<file path="config.mk">
export PLATFORM = sky130hd
export DESIGN_NAME = accumulator_ctrl_flat
export DESIGN_NICKNAME = d
export VERILOG_FILES = /design/src/rtl/accumulator_ctrl_pkg.sv /design/src/rtl/accumulator_ctrl_if.sv /design/src/rtl/accumulator_ctrl_addr_counter.sv /design/src/rtl/accumulator_ctrl.sv /design/src/flat_wrapper.sv
export SDC_FILE = /design/constraint.sdc
export NUM_CORES = 1
export LEC_CHECK = 0
export CAP_MARGIN = 10
export CORE_MARGIN = 3
export CORE_UTILIZATION = 25
export CTS_CLUSTER_DIAMETER = 80
export DETAILED_ROUTE_END_ITERATION = 6
export PLACE_DENSITY = 0.54
export SLEW_MARGIN = 30
export SYNTH_ARGS = -nofsm -noshare
export SYNTH_HDL_FRONTEND = slang
export SYNTH_HIERARCHICAL = 1
export SYNTH_SLANG_ARGS = --single-unit
</file>
<file path="constraint.sdc">
create_clock -name clk -period 5.6 [get_ports clk]
set_clock_uncertainty 0.15 [all_clocks]
set_input_delay 1.12 -clock clk [delete_from_list [all_inputs] [get_ports clk]]
set_output_delay 1.12 -clock clk [all_outputs]
set_load 0.01 [all_outputs]
</file>
<file path="src/rtl/accumulator_ctrl_pkg.sv">
// Shared constants and state type for the accumulator controller and its RAM.
package accumulator_ctrl_pkg;

   localparam int ACC_DATA_WIDTH = 32;
   localparam int ACC_ARRAY_SIZE = 16;
   localparam int ACC_ADDR_WIDTH = $clog2(ACC_ARRAY_SIZE);
   localparam int ACC_PASS_WIDTH = 8;

   typedef enum logic [1:0] {
      ST_IDLE  = 2'd0,
      ST_ACCUM = 2'd1,
      ST_DRAIN = 2'd2
   } acc_state_t;

endpackage

</file>
<file path="src/rtl/accumulator_ctrl_if.sv">
// Streaming handshakes: partial sums in from the array, accumulated words out.
interface accumulator_ctrl_if
   import accumulator_ctrl_pkg::*;
   #(parameter int DATA_WIDTH = ACC_DATA_WIDTH);

   logic                  in_valid;
   logic                  in_ready;
   logic [DATA_WIDTH-1:0] in_data;
   logic                  out_valid;
   logic                  out_ready;
   logic [DATA_WIDTH-1:0] out_data;
   logic                  out_last;

   // Upstream producer / downstream consumer side
   modport master (
      output in_valid, in_data, out_ready,
      input  in_ready, out_valid, out_data, out_last
   );

   // Controller side
   modport slave (
      input  in_valid, in_data, out_ready,
      output in_ready, out_valid, out_data, out_last
   );

endinterface

</file>
<file path="src/rtl/accumulator_ctrl_addr_counter.sv">
// Wrapping address counter shared by the accumulate and drain phases.
module accumulator_ctrl_addr_counter
   import accumulator_ctrl_pkg::*;
   #(
      parameter int ARRAY_SIZE = ACC_ARRAY_SIZE,
      parameter int ADDR_WIDTH = $clog2(ARRAY_SIZE)
   )
   (
      input  logic                  clk,
      input  logic                  rst,
      input  logic                  i_inc,
      input  logic                  i_clear,
      output logic [ADDR_WIDTH-1:0] o_count,
      output logic                  o_terminal
   );

   localparam logic [ADDR_WIDTH-1:0] LP_LAST = ADDR_WIDTH'(ARRAY_SIZE - 1);

   logic [ADDR_WIDTH-1:0] r_count;

   // Clear wins over increment; the last address rolls back to zero.
   always_ff @(posedge clk or posedge rst) begin
      if (rst) begin
         r_count <= '0;
      end else if (i_clear) begin
         r_count <= '0;
      end else if (i_inc) begin
         r_count <= (r_count == LP_LAST) ? '0 : r_count + 1'b1;
      end
   end

   assign o_count    = r_count;
   assign o_terminal = (r_count == LP_LAST);

endmodule

</file>
<file path="src/rtl/accumulator_ctrl.sv">
// Read-modify-write accumulation over K passes, then drain of the vector.
//
// state    | meaning
// ST_IDLE  | waiting for start; K==0 just pulses done
// ST_ACCUM | accepting partial sums, one RMW per handshake
// ST_DRAIN | streaming RAM contents out, address 0 first
module accumulator_ctrl
   import accumulator_ctrl_pkg::*;
   #(
      parameter int DATA_WIDTH = ACC_DATA_WIDTH,
      parameter int ARRAY_SIZE = ACC_ARRAY_SIZE,
      parameter int ADDR_WIDTH = $clog2(ARRAY_SIZE)
   )
   (
      input  logic                      clk,
      input  logic                      rst,
      input  logic                      i_start,
      input  logic [ACC_PASS_WIDTH-1:0] i_num_passes,
      accumulator_ctrl_if.slave         bus,
      output logic                      o_busy,
      output logic                      o_done,
      output logic                      o_ram_wr_en,
      output logic [ADDR_WIDTH-1:0]     o_ram_wr_addr,
      output logic [DATA_WIDTH-1:0]     o_ram_din,
      output logic [ADDR_WIDTH-1:0]     o_ram_rd_addr,
      input  logic [DATA_WIDTH-1:0]     i_ram_dout
   );

   acc_state_t                r_state;
   logic [ACC_PASS_WIDTH-1:0] r_pass;
   logic [ACC_PASS_WIDTH-1:0] r_k;
   logic                      r_in_ready;
   logic                      r_out_valid;
   logic                      r_busy;
   logic                      r_done;

   logic [ADDR_WIDTH-1:0]     w_addr;
   logic                      w_addr_term;
   logic                      w_in_hs;
   logic                      w_out_hs;
   logic                      w_start_job;
   logic                      w_last_pass;

   // in_ready/out_valid are only ever set in their own state, so they double
   // as state qualifiers for the handshakes.
   assign w_in_hs     = r_in_ready & bus.in_valid;
   assign w_out_hs    = r_out_valid & bus.out_ready;
   assign w_start_job = (r_state == ST_IDLE) & i_start & (i_num_passes != '0);
   assign w_last_pass = (r_pass == r_k - 1'b1);

   accumulator_ctrl_addr_counter #(
      .ARRAY_SIZE (ARRAY_SIZE),
      .ADDR_WIDTH (ADDR_WIDTH)
   ) u_addr (
      .clk        (clk),
      .rst        (rst),
      .i_inc      (w_in_hs | w_out_hs),
      .i_clear    (w_start_job),
      .o_count    (w_addr),
      .o_terminal (w_addr_term)
   );

   // Sequencer: state, pass count, latched K and registered status flags.
   always_ff @(posedge clk or posedge rst) begin
      if (rst) begin
         r_state     <= ST_IDLE;
         r_pass      <= '0;
         r_k         <= '0;
         r_in_ready  <= 1'b0;
         r_out_valid <= 1'b0;
         r_busy      <= 1'b0;
         r_done      <= 1'b0;
      end else begin
         r_done <= 1'b0;
         case (r_state)
            ST_IDLE: begin
               if (i_start) begin
                  if (i_num_passes == '0) begin
                     r_done <= 1'b1;
                  end else begin
                     r_k        <= i_num_passes;
                     r_pass     <= '0;
                     r_in_ready <= 1'b1;
                     r_busy     <= 1'b1;
                     r_state    <= ST_ACCUM;
                  end
               end
            end
            ST_ACCUM: begin
               if (w_in_hs && w_addr_term) begin
                  if (w_last_pass) begin
                     r_in_ready  <= 1'b0;
                     r_out_valid <= 1'b1;
                     r_state     <= ST_DRAIN;
                  end else begin
                     r_pass <= r_pass + 1'b1;
                  end
               end
            end
            ST_DRAIN: begin
               if (w_out_hs && w_addr_term) begin
                  r_out_valid <= 1'b0;
                  r_busy      <= 1'b0;
                  r_done      <= 1'b1;
                  r_state     <= ST_IDLE;
               end
            end
            default: begin
               r_in_ready  <= 1'b0;
               r_out_valid <= 1'b0;
               r_busy      <= 1'b0;
               r_state     <= ST_IDLE;
            end
         endcase
      end
   end

   // Pass 0 overwrites so stale RAM contents never enter a sum.
   assign o_ram_din     = (r_pass == '0) ? bus.in_data : (i_ram_dout + bus.in_data);
   assign o_ram_wr_en   = w_in_hs;
   assign o_ram_wr_addr = w_addr;
   assign o_ram_rd_addr = w_addr;

   assign bus.in_ready  = r_in_ready;
   assign bus.out_valid = r_out_valid;
   assign bus.out_data  = i_ram_dout;
   assign bus.out_last  = r_out_valid & w_addr_term;

   assign o_busy = r_busy;
   assign o_done = r_done;

endmodule

</file>
<file path="src/flat_wrapper.sv">
// flat-port wrapper written by rule: the top's interface ports become plain ports
module accumulator_ctrl_flat import accumulator_ctrl_pkg::*;
#(
      parameter int DATA_WIDTH = ACC_DATA_WIDTH,
      parameter int ARRAY_SIZE = ACC_ARRAY_SIZE,
      parameter int ADDR_WIDTH = $clog2(ARRAY_SIZE)
   )
  (clk, rst, i_start, i_num_passes, o_busy, o_done, o_ram_wr_en, o_ram_wr_addr, o_ram_din, o_ram_rd_addr, i_ram_dout, bus_in_valid, bus_in_data, bus_out_ready, bus_in_ready, bus_out_valid, bus_out_data, bus_out_last);
  accumulator_ctrl_if #(.DATA_WIDTH(DATA_WIDTH)) bus_i ();
  input  logic clk;
  input  logic rst;
  input  logic i_start;
  input  logic [ACC_PASS_WIDTH-1:0] i_num_passes;
  output logic o_busy;
  output logic o_done;
  output logic o_ram_wr_en;
  output logic [ADDR_WIDTH-1:0] o_ram_wr_addr;
  output logic [DATA_WIDTH-1:0] o_ram_din;
  output logic [ADDR_WIDTH-1:0] o_ram_rd_addr;
  input  logic [DATA_WIDTH-1:0] i_ram_dout;
  input wire logic [$bits(bus_i.in_valid)-1:0] bus_in_valid;
  input wire logic [$bits(bus_i.in_data)-1:0] bus_in_data;
  input wire logic [$bits(bus_i.out_ready)-1:0] bus_out_ready;
  output wire logic [$bits(bus_i.in_ready)-1:0] bus_in_ready;
  output wire logic [$bits(bus_i.out_valid)-1:0] bus_out_valid;
  output wire logic [$bits(bus_i.out_data)-1:0] bus_out_data;
  output wire logic [$bits(bus_i.out_last)-1:0] bus_out_last;
  assign bus_i.in_valid = bus_in_valid;
  assign bus_i.in_data = bus_in_data;
  assign bus_i.out_ready = bus_out_ready;
  assign bus_in_ready = bus_i.in_ready;
  assign bus_out_valid = bus_i.out_valid;
  assign bus_out_data = bus_i.out_data;
  assign bus_out_last = bus_i.out_last;
  accumulator_ctrl #(.DATA_WIDTH(DATA_WIDTH), .ARRAY_SIZE(ARRAY_SIZE), .ADDR_WIDTH(ADDR_WIDTH)) u_core (.clk(clk), .rst(rst), .i_start(i_start), .i_num_passes(i_num_passes), .bus(bus_i), .o_busy(o_busy), .o_done(o_done), .o_ram_wr_en(o_ram_wr_en), .o_ram_wr_addr(o_ram_wr_addr), .o_ram_din(o_ram_din), .o_ram_rd_addr(o_ram_rd_addr), .i_ram_dout(i_ram_dout));
endmodule
</file>
==> results of run 1 <==
layout make-up:
type | count | area (um2)
Clock buffer | 4 | 88.8
Timing Repair Buffer | 175 | 1700
Sequential cell | 26 | 651
Tap cell | 184 | 230
Fill cell | 1535 | 9270
Multi-Input combinational cell | 411 | 2780
Inverter | 24 | 90.1
metrics by stage:
step                hold WS [ps]  setup WS, ps  util, %  setup TNS (ps)
floorplan                    352           875        -               0
global placement             356          -277     36.6           -1720
detailed placement           372          -309     36.6           -1850
global route                 419         -3.64     37.4           -3.64
finish                       392           126     37.4               0
CTS                          392          26.8     37.2               0
metal layers:
metal  vias up  share of wire, %  global-route usage (%)
met5         -              0.11                       0
met4         2               1.2                    3.06
met3        13               6.4                    1.56
met2       127                50                    25.0
met1      1873                42                    15.9
li1       2075                 -                       -
sequential cells by signal, indices dropped and copies added (netlist names):
| signal | flops |
|---|---|
| u_core/bus.in_ready | 1 |
| u_core/r_state | 2 |
| u_core/r_k | 8 |
| u_core/r_pass | 8 |
| u_core/bus.out_valid | 1 |
| u_core/u_addr/o_count | 4 |
| u_core/o_busy | 1 |
| u_core/o_done | 1 |
worst reg2reg max path: stages (launching register included):
cell and delay (ps):
dfrtp_1 400, or3_4 420, o31a_1 270, a211o_1 270, a31oi_1 240, nor4_2 60, buf_4 180, nor3_1 220
mux2_2 360
logic make-up (layout without fill, tap and decap cells):
| logic type | after synthesis | after routing | synth area share, % |
|---|---|---|---|
| AOI/OAI and AO/OA | 149 | 149 | 23.5 |
| muxes | 11 | 11 | 3.08 |
| and+or+nand+nor | 179 | 179 | 24.6 |
| DFF | 26 | 26 | 16.8 |
| adders and majority gates | 36 | 36 | 11.9 |
| buffers and inverters | 78 | 203 | 12.0 |
| xor gates and xnor gates | 36 | 36 | 8.16 |
report_power, final:
| part | switching, mW | internal, mW | leakage, nW | total (mW) |
|---|---|---|---|---|
| sequential | 0.0428 | 0.218 | 0.327 | 0.261 |
| combinational | 0.511 | 0.520 | 1.98 | 1.03 |
| clock | 0.0638 | 0.109 | 0.0442 | 0.173 |
how the worst min path moves through the flow:
| stage | start | endpoint | slack, ps | depth (start not counted) |
|---|---|---|---|---|
| after floorplan | u_core/r_k[7]$_DFFE_PP0P_ | u_core/r_k[7]$_DFFE_PP0P_ | 350 | 1 |
| after global placement | u_core/o_busy$_DFFE_PP0P_ | u_core/o_busy$_DFFE_PP0P_ | 360 | 2 |
| after detailed placement | u_core/bus.in_ready$_DFFE_PP0P_ | u_core/bus.in_ready$_DFFE_PP0P_ | 370 | 1 |
| after CTS | u_core/bus.in_ready$_DFFE_PP0P_ | u_core/bus.in_ready$_DFFE_PP0P_ | 390 | 1 |
| after global routing | u_core/r_k[7]$_DFFE_PP0P_ | u_core/r_k[7]$_DFFE_PP0P_ | 420 | 1 |
| final | u_core/bus.in_ready$_DFFE_PP0P_ | u_core/bus.in_ready$_DFFE_PP0P_ | 390 | 1 |
what timing repair did:
action / in CTS / in global routing
gates resized for setup: 13 / 11
pin swaps: 1 / 3
endpoints found under the setup margin: 13 / 12
layout by cell type, fill, tap and decap left out, types with 6 or more instances in the layout:
master,instances
clkdlybuf4s50_1,141
a21oi_1,57
nand2_1,50
nor2_1,41
ha_1,35
o21ai_0,31
dfrtp_1,26
inv_1,23
buf_4,21
xnor2_1,19
xor2_1,17
a21o_1,13
nand3_1,11
nor3_1,11
a31oi_1,8
nor4_1,7
mux2_2,7
nand4_1,7
dlymetal6s2s_1,6
nor4b_1,6
==> impl_metrics.py, run 1 <==
metrics = {
    "pwr": {
        "power.total_mw": 1.46,
        "cellPowerDensity_nw_per_um2": 264,
        "cellLeakagePower_nw": 2.35,
        "vdd_ir_drop_max_uv": 163,
    },
    "grt": {
        "grt_usage_pct": 13.3,
        "grt_max_degree": 30,
        "first_global_vias": 3944,
        "grt_first_pass_wirelength_um": 18600,
        "grt_overflow": 0,
        "antenna_found_initial": 1,
    },
    "cts": {
        "cts_buffers": 3,
        "clockBufferDepth": 2,
        "cts_tree": "built",
        "clkLatencyLatePin_ps": 260,
        "htreeDepth": 1,
        "root_buffer": "clkbuf_16",
        "post_cts_buffers": 0,
        "ctsHoldBuffers": 0,
        "cts_sinks": 26,
        "clkTransAtPathRegs_ps": 60,
    },
    "floorplanning": {
        "die_w_um": 130,
        "die_y_um": 130,
        "die_area_um2": 17000,
        "start_util_pct": 26.1,
        "ios": 155,
        "coreArea_um2": 14800,
        "rows": 44,
    },
    "yosys": {
        "synth-async-reset-ratio_pct": 100,
        "synthTopCellsByCount": "57 x a21oi_1, 50 x nand2_1, 41 x nor2_1",
        "ys_seq_elements": 26,
        "synth_ff_type": "dfrtp_1",
        "ys_types": 63,
        "netlist_instances": 515,
        "synth_most_common_cell": "a21oi_1",
        "synth_edf_count": 0,
        "yosys.area.top_type_share_pct": 16.8,
        "ys_warn_count": 6,
        "netlist_area_um2": 3860,
        "syn_nets": 628,
        "yosysSeqAreaShare_pct": 16.8,
        "synth_top_cell_by_area": "dfrtp_1",
        "ys_top_cells_by_area": "dfrtp_1 17%, ha_1 11%, a21oi_1 7.4%, buf_4 7.2%, nand2_1 4.9%",
        "avgSynthCellArea_um2": 7.50,
    },
    "place": {
        "routabilityCongestion": 0.821,
        "placed_cells": 820,
        "numPortBuffers": 154,
        "place_area_um2": 5420,
        "dp_hpwl_um": 10100,
    },
    "setup_path": {
        "r2r_setup_slack_ps": 2920,
        "endpoint": "o_ram_din[19]",
        "reg2reg_from": "u_core/r_k[0]$_DFFE_PP0P_",
        "endpoint_kind": "output pin",
        "worst-path-buf-inv": 4,
        "critPathMaxFanout": 3,
        "path_depth": 13,
        "startpoint_type": "primary input",
        "path_class": "in -> out",
        "worst_path_largest_cell_delay_ps": 550,
        "critical_path.top_delay_family": "compound AO/OA/AOI/OAI gates",
        "crit_chain": "clkdlybuf4s50_1, buf_4, ha_1, a211oi_2, o21ai_2, o31ai_2, buf_4, a41oi_1, a41oi_2, o21ai_0, xnor2_1, a21oi_1, clkdlybuf4s50_1",
        "crit_path_start": "i_ram_dout[1]",
        "worstPathRequired_ps": 4330,
        "r2r_end": "u_core/r_pass[1]$_DFFE_PP0P_",
        "crit_slowest_cell": "clkdlybuf4s50_1",
        "arrival_ps": 4200,
        "r2r_cells": 8,
    },
    "timing": {
        "clock.fmax_mhz": 183,
        "fin_crit_ps": 5470,
        "max-slew-margin-rel_pct": 43.9,
        "setup_viol": 0,
        "fin_crit_sh_pct": 97.8,
        "final_max_slew_viol_count": 0,
        "tightest_slew_ps": 840,
        "hold_viol": 0,
    },
    "layout": {
        "syn2layout_area_growth_pct": 43.4,
        "final_cell_area_um2": 5540,
        "fin_nets": 754,
        "insertedDiodeCount": 0,
        "instances_no_fill": 824,
        "drive_above_1_share_pct": 8.13,
    },
    "run_status": {
        "outcome": "completed",
    },
    "worst_hold_path": {
        "min_path_type": "reg -> reg",
    },
    "detailed_routing": {
        "viasPerCell": 4.96,
        "wl_per_cell_um": 14.7,
        "routed_wl_um": 12100,
        "drt-pass1-iter-count": 5,
        "drcViolationCount": 0,
        "antenna_left": 0,
        "drtIter0Drc": 133,
        "vias": 4090,
    },
    "job": {
        "maxCapViolCount": 0,
    },
}
Power figures use the tool's default switching activity.
==> run 2: changes to the inputs <==
--- a/config.mk
+++ b/config.mk
@@ -5,7 +5,6 @@
 export SDC_FILE = /design/constraint.sdc
 export NUM_CORES = 1
 export LEC_CHECK = 0
-export CAP_MARGIN = 10
 export CORE_MARGIN = 3
 export CORE_UTILIZATION = 25
 export CTS_CLUSTER_DIAMETER = 80
==> results of run 2 <==
Same layout as run 1: the final DEF is identical, and so are final timing and power.
==> patch 1, RTL diff (settings of run 2) <==
Set the package constant `ACC_ARRAY_SIZE` to 64 (it was 16).
--- a/src/rtl/accumulator_ctrl_pkg.sv
+++ b/src/rtl/accumulator_ctrl_pkg.sv
@@ -2,7 +2,7 @@
 package accumulator_ctrl_pkg;
 
    localparam int ACC_DATA_WIDTH = 32;
-   localparam int ACC_ARRAY_SIZE = 16;
+   localparam int ACC_ARRAY_SIZE = 64;
    localparam int ACC_ADDR_WIDTH = $clog2(ACC_ARRAY_SIZE);
    localparam int ACC_PASS_WIDTH = 8;
 
Interface: changed (resized o_ram_rd_addr and o_ram_wr_addr); port bits go from 155 to 159. The function was not compared with the original's and may differ.
==> patch 1 against run 2 <==
  * Setup slack improved by 43 ps
  * Sequential share of layout area up 0.40 points
  * Sequential cell count grew 2
  * Non-clock buffer count up 5
  * Design area up 4.1%
  * Total power increased by 0.31%
  * Count of clock-buffer cells in the layout shrank 1
  * Synthesized area up 3.3%
  * Critical path depth is the same
  * Clock power is 24% higher
  * Via count increased by 2.5%
  * Wire length increased by 4.3%
  * Critical path type unchanged
  * Largest power group unchanged
==> patch 1: results (changes against run 2) <==
Final layout:
- The fill cell instance count of the final layout was 1,608 (was 1,535).
- The ratio of cells with drive above 1 in the final layout is 8.36% (was 8.13%).
- The flip-flop and latch share of the layout cell area was 12.1% (was 11.7%).
- The final design instance area without fill came to 5770 um^2 (was 5540 um^2).
- The layout buffer count excluding clock buffers is 180 (was 175).
- The portion of the layout cell area used by clock cells was 1.82% (was 1.60%).
- The layout sequential cell count is 28 (was 26).
- The total number of multi-input combinational cells is 422 (was 411).
- The multi-input combinational cell area was 2880 um^2 (was 2780 um^2).

Yosys:
- The xor/xnor share of the synthesized area is 8.12% (was 8.16%).
- The synthesized instance count is 531 (was 515).
- The compound-cell area share of the yosys netlist came to 23.1% (was 23.5%).
- The synthesized cell area is 3990 um^2 (was 3860 um^2).
- The adder-cell share of the synthesized area is 11.5% (was 11.9%).
- Cell types with the largest area share after synthesis: sky130_fd_sc_hd__dfrtp_1, sky130_fd_sc_hd__ha_1, sky130_fd_sc_hd__buf_4, sky130_fd_sc_hd__a21oi_1, sky130_fd_sc_hd__nand2_1 (was sky130_fd_sc_hd__dfrtp_1, sky130_fd_sc_hd__ha_1, sky130_fd_sc_hd__a21oi_1, sky130_fd_sc_hd__buf_4, sky130_fd_sc_hd__nand2_1).
- The count of unique library cells instantiated by Yosys is 61 (was 63).
- The post-synthesis net count is 644 (was 628).

Worst setup path:
- The largest delay contributor family on the critical path is buffers and inverters (was compound AO/OA/AOI/OAI gates).
- The capture point of the worst reg-to-reg path is u_core/r_pass[5]$_DFFE_PP0P_ (was u_core/r_pass[1]$_DFFE_PP0P_).
- The number of cell instances on the worst register-to-register path is 10 (was 8).
- The critical register-to-register path startpoint is u_core/u_addr/o_count[0]$_DFFE_PP0P_ (was u_core/r_k[0]$_DFFE_PP0P_).
- The flop-to-flop setup slack is 2840 ps (was 2920 ps).

Detailed routing:
- The detailed-route wire length on metal 1 is 5810 um (was 5120 um).
- The top routing layer in use is met4 (was met5).
- The final wirelength came to 12,600 um (was 12,100 um).
- The initial DRC count is 271 (was 133).
- The met2 layer wire length in the routed design is 6100 um (was 6070 um).

Outcome:
- Status: finished, final reports clean (unchanged).

Global routing:
- The number of antenna violations at the first check in global routing is 0 (was 1).
- The met3 track demand over resource came to 2.06% (was 1.56%).
- The overall routing resource usage is 13.8% (was 13.3%).
- The met2 usage is 24.2% (was 25.0%).

Place:
- The placer congestion estimate is 0.826 (was 0.821).
- The instance count after placement with tap cells included is 864 (was 820).
- The post-DP HPWL is 10,400 um (was 10,100 um).

Power and ir drop:
- The leakage power is 2.38 nW (was 2.35 nW).
- The worst ir drop on vdd is 0.000166 V (was 0.000163 V).

Clock network:
- The CTS clock-pin slew for the worst setup and hold paths is 80 ps (was 60 ps).
[patch 1: changes by cell type after synthesis, sizes merged, moves of 2 or more]
cell	before	now
buf	42	45
dfrtp	26	28
nand3	11	13
nand4	7	10
nor2	41	43
[patch 1: where the power goes]
group / internal (mW) / switching [mW] / total [mW]
clock network: 0.142 / 0.0711 / 0.214
logic: 0.488 / 0.478 / 0.966
registers: 0.235 / 0.0544 / 0.289
total: 0.866 / 0.604 / 1.47
[patch 1: worst max path at each step]
stage / start / end / slack [ps]
floorplan: i_ram_dout[0] / o_ram_din[26] / 880
global placement: bus_in_data[0] / o_ram_din[26] / -480
detailed placement: i_ram_dout[0] / o_ram_din[26] / -510
CTS: i_ram_dout[0] / o_ram_din[26] / 4
global route: i_ram_dout[0] / o_ram_din[24] / 10
finish: i_ram_dout[1] / o_ram_din[19] / 170
[patch 1: timing repair]
item	4_1_cts	5_1_grt
buffers inserted	0	1
resized for setup	17	11
pin swaps	1	3
endpoints found under the setup margin	11	7
==> patch 2, RTL diff (settings of run 2) <==
Without the edit above. The 3 states of `acc_state_t` get a one-hot encoding in 3 bits.
--- a/src/rtl/accumulator_ctrl_pkg.sv
+++ b/src/rtl/accumulator_ctrl_pkg.sv
@@ -6,10 +6,10 @@
    localparam int ACC_ADDR_WIDTH = $clog2(ACC_ARRAY_SIZE);
    localparam int ACC_PASS_WIDTH = 8;
 
-   typedef enum logic [1:0] {
-      ST_IDLE  = 2'd0,
-      ST_ACCUM = 2'd1,
-      ST_DRAIN = 2'd2
+   typedef enum logic [2:0] {
+      ST_IDLE  = 3'b001,
+      ST_ACCUM = 3'b010,
+      ST_DRAIN = 3'b100
    } acc_state_t;
 
 endpackage
Function: same outputs for any inputs over 10 cycles, from zero or initial values and one cycle with rst high; not proved beyond that.
==> patch 2 against run 2 <==
  * Largest power group unchanged
  * Synthesized cell count decreased by 3.5%
  * Wire length rose by 1.6%
  * Sequential power up 25%
  * Synthesized area shrank 0.84%
  * Sequential cell count grew 1
  * Design area grew 4.3%
  * Total power fell by 17%
  * Setup slack better by 50 ps
  * Die area decreased by 0.80%
==> patch 2: results (changes against run 2) <==
Global routing:
- The via count of the first global-routing pass is 4,020 (was 3,944).
- The met1 track demand over resource came to 18.3% (was 15.9%).
- The met2 usage came to 24.9% (was 25.0%).
- The number of antenna violations at the first check in global routing is 0 (was 1).

Final layout:
- The ratio of cells with drive above 1 in the final layout is 11.8% (was 8.13%).
- The fill cell instance count of the final layout is 1,538 (was 1,535).
- The number of nets in the layout came to 766 (was 754).

Detailed routing:
- The top routing layer in use is met4 (was met5).
- The vias after detailed routing is 4,091 (was 4,090).
- The detailed-route wire length on metal 1 is 5600 um (was 5120 um).

Place:
- The placer congestion estimate is 0.828 (was 0.821).
- The post-DP HPWL is 10,300 um (was 10,100 um).

Power and ir drop:
- The power dissipated by switching net loads is 0.482 mW (was 0.617 mW).
- The worst ir drop on vdd is 0.000210 V (was 0.000163 V).
- The leakage power was 2.57 nW (was 2.35 nW).

Yosys:
- Commonest cells in the netlist: sky130_fd_sc_hd__nand2_1, sky130_fd_sc_hd__nor2_1, sky130_fd_sc_hd__a21oi_1 (was sky130_fd_sc_hd__a21oi_1, sky130_fd_sc_hd__nand2_1, sky130_fd_sc_hd__nor2_1).
- The proportion of synthesized chip area in sequential cells was 17.7% (was 16.8%).
- Cell types with the largest area share after synthesis: sky130_fd_sc_hd__dfrtp_1, sky130_fd_sc_hd__ha_1, sky130_fd_sc_hd__buf_4, sky130_fd_sc_hd__nand2_1, sky130_fd_sc_hd__a21oi_1 (was sky130_fd_sc_hd__dfrtp_1, sky130_fd_sc_hd__ha_1, sky130_fd_sc_hd__a21oi_1, sky130_fd_sc_hd__buf_4, sky130_fd_sc_hd__nand2_1).
- The count of unique library cells instantiated by Yosys is 64 (was 63).

Worst hold path:
- The endpoint with the worst hold slack is u_core/o_done$_DFF_PP0_ (was u_core/bus.in_ready$_DFFE_PP0P_).
- The beginning of the worst hold path was u_core/r_state[1]$_DFFE_PP0P_ (was u_core/bus.in_ready$_DFFE_PP0P_).

Worst setup path:
- The launching element of the worst setup path was i_ram_dout[7] (was i_ram_dout[1]).
- The number of cell instances on the worst register-to-register path came to 9 (was 8).
- The flop-to-flop setup slack came to 2800 ps (was 2920 ps).
- The arrival time of the worst setup path was 4150 ps (was 4200 ps).
- The capture point of the worst reg-to-reg path was u_core/r_pass[5]$_DFFE_PP0P_ (was u_core/r_pass[1]$_DFFE_PP0P_).

STA:
- The final hold slack is 350 ps (was 392 ps).
- The relative slew slack came to 39.0% (was 43.9%).

Outcome:
- Status: finished, final reports clean (unchanged).
patch 2: cell types whose count changed after synthesis, sizes merged, moves of 5 or more:
| cell | change |
|---|---|
| a21oi | -19 |
| o31ai | +7 |
| inv | -6 |
| buf | -5 |
patch 2: through the flow:
stage	instances	setup WS, ps	instance area, um^2	utilization (%)	power, mW
2_1_floorplan	497	994	3830	-	0.774
3_3_place_gp	828	-102	5600	37.9	1.03
3_5_place_dp	828	-106	5600	37.9	1.05
4_1_cts	833	-70.0	5690	38.5	1.22
5_1_grt	836	-144	5780	39.2	1.32
6_report	836	175	5780	39.2	1.21
patch 2: worst max-delay path, stage by stage:
cell and delay [ps]:
sky130_fd_sc_hd__clkdlybuf4s50_1 450, sky130_fd_sc_hd__ha_1 360, sky130_fd_sc_hd__buf_4 150, sky130_fd_sc_hd__a21o_1 170
sky130_fd_sc_hd__a21o_1 170, sky130_fd_sc_hd__a21oi_1 230, sky130_fd_sc_hd__nand2_1 160, sky130_fd_sc_hd__o211ai_1 240
sky130_fd_sc_hd__a31oi_1 150, sky130_fd_sc_hd__o211a_1 230, sky130_fd_sc_hd__nor3_1 160, sky130_fd_sc_hd__clkdlybuf4s50_1 560
patch 2: layout make-up:
class	instances	area, um^2	share of cell area, %
Multi-Input combinational cell	404	2830	48.9
Timing Repair Buffer	199	1900	32.9
Sequential cell	27	677	11.7
Tap cell	184	230	3.98
Clock buffer	4	78.8	1.36
Inverter	18	67.6	1.17
patch 2: cells by family (layout without fill, tap and decap cells):
logic type | count (synthesis) | after routing | share of synthesized area (%)
mux | 8 | 8 | 2.25
fa+ha+maj | 36 | 36 | 12.0
flops | 27 | 27 | 17.7
buf+inv | 66 | 221 | 9.99
compound gates | 145 | 145 | 26.4
xor+xnor | 33 | 33 | 7.54
simple gates | 182 | 182 | 24.2
